--- src/rtl/w5300_bus_seq.sv ---
// W5300 bus sequencer: turns a one-cycle request into a timed cs_n/rd_n/wr_n access
// with setup, strobe, hold and recovery phases, and synchronises the W5300 interrupt.
module w5300_bus_seq #(
  parameter int SETUP_CYC   = 1,
  parameter int STROBE_CYC  = 3,
  parameter int HOLD_CYC    = 1,
  parameter int RECOVER_CYC = 2,
  parameter int CNT_W       = 3
) (
  input  logic       clk,
  input  logic       rst_n,
  input  logic       req,
  input  logic       rnw,
  input  logic [9:0] req_addr,
  input  logic [7:0] wdata,
  output logic       busy,
  output logic       ack,
  output logic [7:0] rdata,
  output logic [9:0] w_addr,
  output logic       w_cs_n,
  output logic       w_rd_n,
  output logic       w_wr_n,
  output logic [7:0] w_d_out,
  output logic       w_d_oe,
  input  logic [7:0] w_d_in,
  input  logic       w_int_n,
  output logic       int_req
);

  typedef enum logic [2:0] {
    S_IDLE,
    S_SETUP,
    S_STROBE,
    S_HOLD,
    S_RECOVER
  } state_e;

  localparam logic [CNT_W-1:0] SETUP_LD   = CNT_W'(SETUP_CYC - 1);
  localparam logic [CNT_W-1:0] STROBE_LD  = CNT_W'(STROBE_CYC - 1);
  localparam logic [CNT_W-1:0] HOLD_LD    = CNT_W'(HOLD_CYC - 1);
  localparam logic [CNT_W-1:0] RECOVER_LD = CNT_W'((RECOVER_CYC > 0) ? RECOVER_CYC - 1 : 0);
  localparam logic [CNT_W-1:0] CNT_ONE    = CNT_W'(1);

  state_e           state_q, state_d;
  logic [CNT_W-1:0] cnt_q, cnt_d;
  logic             rnw_q, rnw_d;
  logic [9:0]       addr_q, addr_d;
  logic [7:0]       dout_q, dout_d;
  logic [7:0]       rdata_q, rdata_d;
  logic             ack_q, ack_d;
  logic             busy_q, busy_d;
  logic             cs_n_q, cs_n_d;
  logic             rd_n_q, rd_n_d;
  logic             wr_n_q, wr_n_d;
  logic             oe_q, oe_d;
  logic             sync1_q, sync2_q;
  logic             cnt_zero;
  logic             active_d;

  assign cnt_zero = (cnt_q == '0);

  // NOTE: every variable gets a default before the case so no path leaves it unassigned (no latches).
  always_comb begin
    state_d = state_q;
    cnt_d   = cnt_q;
    rnw_d   = rnw_q;
    addr_d  = addr_q;
    dout_d  = dout_q;
    rdata_d = rdata_q;
    ack_d   = 1'b0;

    case (state_q)
      S_IDLE: begin
        if (req) begin
          state_d = S_SETUP;
          cnt_d   = SETUP_LD;
          rnw_d   = rnw;
          addr_d  = req_addr;
          dout_d  = wdata;
        end
      end
      S_SETUP: begin
        if (cnt_zero) begin
          state_d = S_STROBE;
          cnt_d   = STROBE_LD;
        end else begin
          cnt_d = cnt_q - CNT_ONE;
        end
      end
      S_STROBE: begin
        if (cnt_zero) begin
          state_d = S_HOLD;
          cnt_d   = HOLD_LD;
          ack_d   = 1'b1;
          // Bus is sampled on the edge where the strobe rises, while the device still drives it.
          if (rnw_q) rdata_d = w_d_in;
        end else begin
          cnt_d = cnt_q - CNT_ONE;
        end
      end
      S_HOLD: begin
        if (cnt_zero) begin
          if (RECOVER_CYC == 0) begin
            state_d = S_IDLE;
          end else begin
            state_d = S_RECOVER;
            cnt_d   = RECOVER_LD;
          end
        end else begin
          cnt_d = cnt_q - CNT_ONE;
        end
      end
      S_RECOVER: begin
        if (cnt_zero) state_d = S_IDLE;
        else          cnt_d   = cnt_q - CNT_ONE;
      end
      default: state_d = S_IDLE;
    endcase

    // Pin values are decoded from the next state so they are registered with it.
    active_d = (state_d == S_SETUP) || (state_d == S_STROBE) || (state_d == S_HOLD);
    cs_n_d   = ~active_d;
    rd_n_d   = ~((state_d == S_STROBE) &&  rnw_d);
    wr_n_d   = ~((state_d == S_STROBE) && !rnw_d);
    oe_d     = active_d && !rnw_d;
    busy_d   = (state_d != S_IDLE);
  end

  // NOTE: sequential state uses non-blocking assignments so all flops update from pre-edge values.
  always_ff @(posedge clk or negedge rst_n) begin
    if (!rst_n) begin
      state_q <= S_IDLE;
      cnt_q   <= '0;
      rnw_q   <= 1'b0;
      addr_q  <= '0;
      dout_q  <= '0;
      rdata_q <= '0;
      ack_q   <= 1'b0;
      busy_q  <= 1'b0;
      cs_n_q  <= 1'b1;
      rd_n_q  <= 1'b1;
      wr_n_q  <= 1'b1;
      oe_q    <= 1'b0;
      sync1_q <= 1'b1;
      sync2_q <= 1'b1;
    end else begin
      state_q <= state_d;
      cnt_q   <= cnt_d;
      rnw_q   <= rnw_d;
      addr_q  <= addr_d;
      dout_q  <= dout_d;
      rdata_q <= rdata_d;
      ack_q   <= ack_d;
      busy_q  <= busy_d;
      cs_n_q  <= cs_n_d;
      rd_n_q  <= rd_n_d;
      wr_n_q  <= wr_n_d;
      oe_q    <= oe_d;
      sync1_q <= w_int_n;
      sync2_q <= sync1_q;
    end
  end

  assign busy    = busy_q;
  assign ack     = ack_q;
  assign rdata   = rdata_q;
  assign w_addr  = addr_q;
  assign w_cs_n  = cs_n_q;
  assign w_rd_n  = rd_n_q;
  assign w_wr_n  = wr_n_q;
  assign w_d_out = dout_q;
  assign w_d_oe  = oe_q;
  assign int_req = ~sync2_q;

endmodule

--- config.mk ---
export PLATFORM = sky130hd
export DESIGN_NAME = w5300_bus_seq
export DESIGN_NICKNAME = d
export VERILOG_FILES = /design/src/rtl/w5300_bus_seq.sv
export SDC_FILE = /design/constraint.sdc
export NUM_CORES = 1
export LEC_CHECK = 0
export ABC_AREA = 1
export CORE_MARGIN = 2
export CORE_UTILIZATION = 35
export CTS_CLUSTER_DIAMETER = 80
export DETAILED_ROUTE_END_ITERATION = 8
export PLACE_DENSITY = 0.74
export SLEW_MARGIN = 25
export SYNTH_ARGS = -nofsm -noshare
export SYNTH_HDL_FRONTEND = slang
export SYNTH_SLANG_ARGS = --single-unit
--- constraint.sdc ---
create_clock -name clk -period 2.23 [get_ports clk]
set_input_delay 0.223 -clock clk [delete_from_list [all_inputs] [get_ports clk]]
set_output_delay 0.223 -clock clk [all_outputs]
set_load 0.01 [all_outputs]
==> run_results.csv <==
group,metric,value,unit
run_status,status,"completed",
grt,grt_busiest_layer,"met2",
timing,fin_crit,1700,ps
die,fp.dieArea,5450,sq um
grt,grt_use_met3,5.35,%
timing,period_share,76.1,%
timing,slew_headroom,63.2,%
critical_path,r2r-end,"w_addr[8]$_DFFE_PN0P_",
detailed_routing,drt.antenna.violating_nets,0,
critical_path,max_stage_delay,500,ps
synthesis,ys_seq_area_share,60.5,%
clocking,htree_num_levels,2,
clocking,numClockSinks,41,
hold_path,hold_class,"primary input to flop",
detailed_routing,routed_via_density,4.39,
critical_path,cp.depth,3,
timing,maxSlewViolCount,0,
synthesis,ys_warn_count,0,
critical_path,crit_path_max_fanout,21,
critical_path,worstPathBufferInverterCount,0,
pwr,power_density,1420,nW/um^2
grt,grt_use_met1,16.4,%
finish,final_common_cell,"clkdlybuf4s50_1",
clocking,clk_pin_slew,80,ps
timing,rsz0062_at_grt,"false",
grt,grt_start_max_net_pins,42,
timing,fin_setup_tns,0,ps
pwr,max-vdd-ir-drop,0.556,mV
critical_path,r2r_cells,3,
hold_path,hold_depth,1,
critical_path,crit_arrival,1870,ps
job,maxCapViolCount,0,
finish,layout.cells.most_common_list,"clkdlybuf4s50_1, nand2_1, dfrtp_1",
timing,fmax,0.589,GHz
pwr,finalPower,3.58,mW
critical_path,cpLargestDelayFamily,"simple AND/OR/NAND/NOR gates",
clocking,cts_resized,0,
clocking,insertion_delay,290,ps
finish,area_delta_synth_final,48.2,%
critical_path,path_cells,"nor2_4 > nand3_2 > mux2_1",
timing,worstMarginPinSlew,551,ps
critical_path,critPathLaunch,"state_q[1]$_DFF_PN0_",
detailed_routing,wl,3270,um
grt,track_usage,13.1,%
critical_path,endpoint_kind,"flop",
clocking,root_buffer,"clkbuf_8",
placed_design,gp_congestion,0.687,
die,die_x,73.8,um
die,rows,25,
die,io_pins,64,
pwr,p_leak,1.16,nW
clocking,numCtsBuffers,5,
detailed_routing,first_iter_violations,73,
placed_design,place_hpwl,2300,um
die,core,4720,sq um
clocking,cts_tree,"done",
grt,overflow,0,
grt,antenna_found_initial,0,
synthesis,syn_area,1710,sq um
finish,nets,259,
detailed_routing,post_drt_wl_per_cell,11.1,um
timing,hold_viol,0,
critical_path,reg2reg_from,"state_q[1]$_DFF_PN0_",
placed_design,numPortBuffers,63,
critical_path,start_kind,"flop",
detailed_routing,dr.pass1.iters,4,
critical_path,cp-endpoint,"w_addr[8]$_DFFE_PN0P_",
grt,first_global_vias,1166,
critical_path,rrSetupSlack,530,ps
timing,setup_violations,0,
die,die_h,73.8,um
synthesis,synth-seq-cells,41,
synthesis,synth_nets,191,
finish,drive_gt1_share,13.2,%
die,start_util,36.1,%
synthesis,synthCells,158,
detailed_routing,drc,0,
critical_path,worstSetupPathType,"flop to flop",
detailed_routing,vias,1291,
critical_path,crit_required,2400,ps
timing,fin_skew,2.55,ps
synthesis,postSynthAreaPerCell,10.8,sq um
grt,grt_pass1_wl,5370,um
finish,num-fill-cells,413,
clocking,cts_buffer_depth,2,
critical_path,crit_slowest_cell,"mux2_1",
grt,grtUsageMet2,20.5,%
synthesis,synth.distinct_cells,21,
finish,antenna_cells,0,
==> stage by stage <==
stage	cell area [sq um]	std cells	utilization [%]	worst slack (ps)	hold slack (ps)
2_1_floorplan	1710	158	-	878	-72.6
3_3_place_gp	2400	285	50.8	419	347
3_5_place_dp	2400	285	50.8	370	351
4_1_cts	2520	293	53.3	485	82.8
5_1_grt	2530	294	53.5	397	344
6_report	2530	294	53.5	532	342
==> worst min path at each step <==
stage	start	to	slack (ps)
floorplan	rst_n	ack$_DFF_PN0_	-70
global placement	sync1_q$_DFF_PN1_	sync2_q$_DFF_PN1_	350
detailed placement	sync1_q$_DFF_PN1_	sync2_q$_DFF_PN1_	350
CTS	rst_n	w_addr[8]$_DFFE_PN0P_	80
global route	w_int_n	sync1_q$_DFF_PN1_	340
finish	w_int_n	sync1_q$_DFF_PN1_	340
==> kinds of logic (layout without fill, tap and decap cells) <==
group / Yosys count / after routing / share of synthesized area (%)
adders and majority gates: 2 / 2 / 1.47
DFF: 41 / 41 / 60.5
and+or+nand+nor: 73 / 73 / 19.9
muxes: 18 / 18 / 11.9
AOI/OAI and AO/OA: 6 / 6 / 1.98
buffers and inverters: 18 / 87 / 4.25
==> cell usage after synthesis <==
| master | count | area, sq um |
|---|---|---|
| o21ai_0 | 1 | 5.00 |
| dfrtp_1 | 36 | 901 |
| nand3_2 | 1 | 10.0 |
| nand3_1 | 14 | 70.1 |
| nor2_2 | 2 | 12.5 |
| buf_2 | 1 | 5.00 |
| clkbuf_1 | 1 | 3.75 |
| nand3b_2 | 2 | 22.5 |
| o21ai_1 | 3 | 15.0 |
| nand2_1 | 40 | 150 |
| a21oi_1 | 1 | 5.00 |
| nand2_2 | 3 | 18.8 |
| nor2_1 | 9 | 33.8 |
| buf_4 | 1 | 7.51 |
| inv_2 | 6 | 22.5 |
| inv_1 | 9 | 33.8 |
| dfstp_2 | 5 | 131 |
| nor2_4 | 2 | 22.5 |
| o21ai_2 | 1 | 8.76 |
| mux2_1 | 18 | 203 |
| ha_1 | 2 | 25.0 |
==> layout make-up <==
type                       count  area (sq um)  area share, %
timing repair buffer          64           638           25.2
inverter                      15          56.3           2.23
clock buffer                   7          86.3           3.41
clock inverter                 1          30.0           1.19
sequential                    41          1030           40.8
multi-input combinational     99           602           23.8
tap                           67          83.8           3.32
==> flip-flops by register name, indices dropped and copies added (netlist names) <==
signal,count
w_rd_n,1
sync1_q,1
w_d_oe,1
w_cs_n,1
rdata,8
ack,1
sync2_q,1
w_wr_n,1
cnt_q,3
rnw_q,1
state_q,3
w_addr,10
w_d_out,8
busy,1
==> report_power, final <==
part / switching [mW] / total, mW / internal, mW
clock: 0.249 / 0.614 / 0.365
combinational: 0.788 / 1.66 / 0.873
sequential: 0.207 / 1.31 / 1.10
==> repair_timing <==
| action | CTS | global route |
|---|---|---|
| buffers inserted | 0 | 0 |
| hold endpoints to repair | 0 | 36 |
| hold buffers | 0 | 1 |
==> layer usage <==
layer	vias up	part of all wire, %
li1	641	-
met1	603	47
met2	43	45
met3	4	7.6
met4	0	0.89
met5	-	0
(Power assumes the default switching activity.)
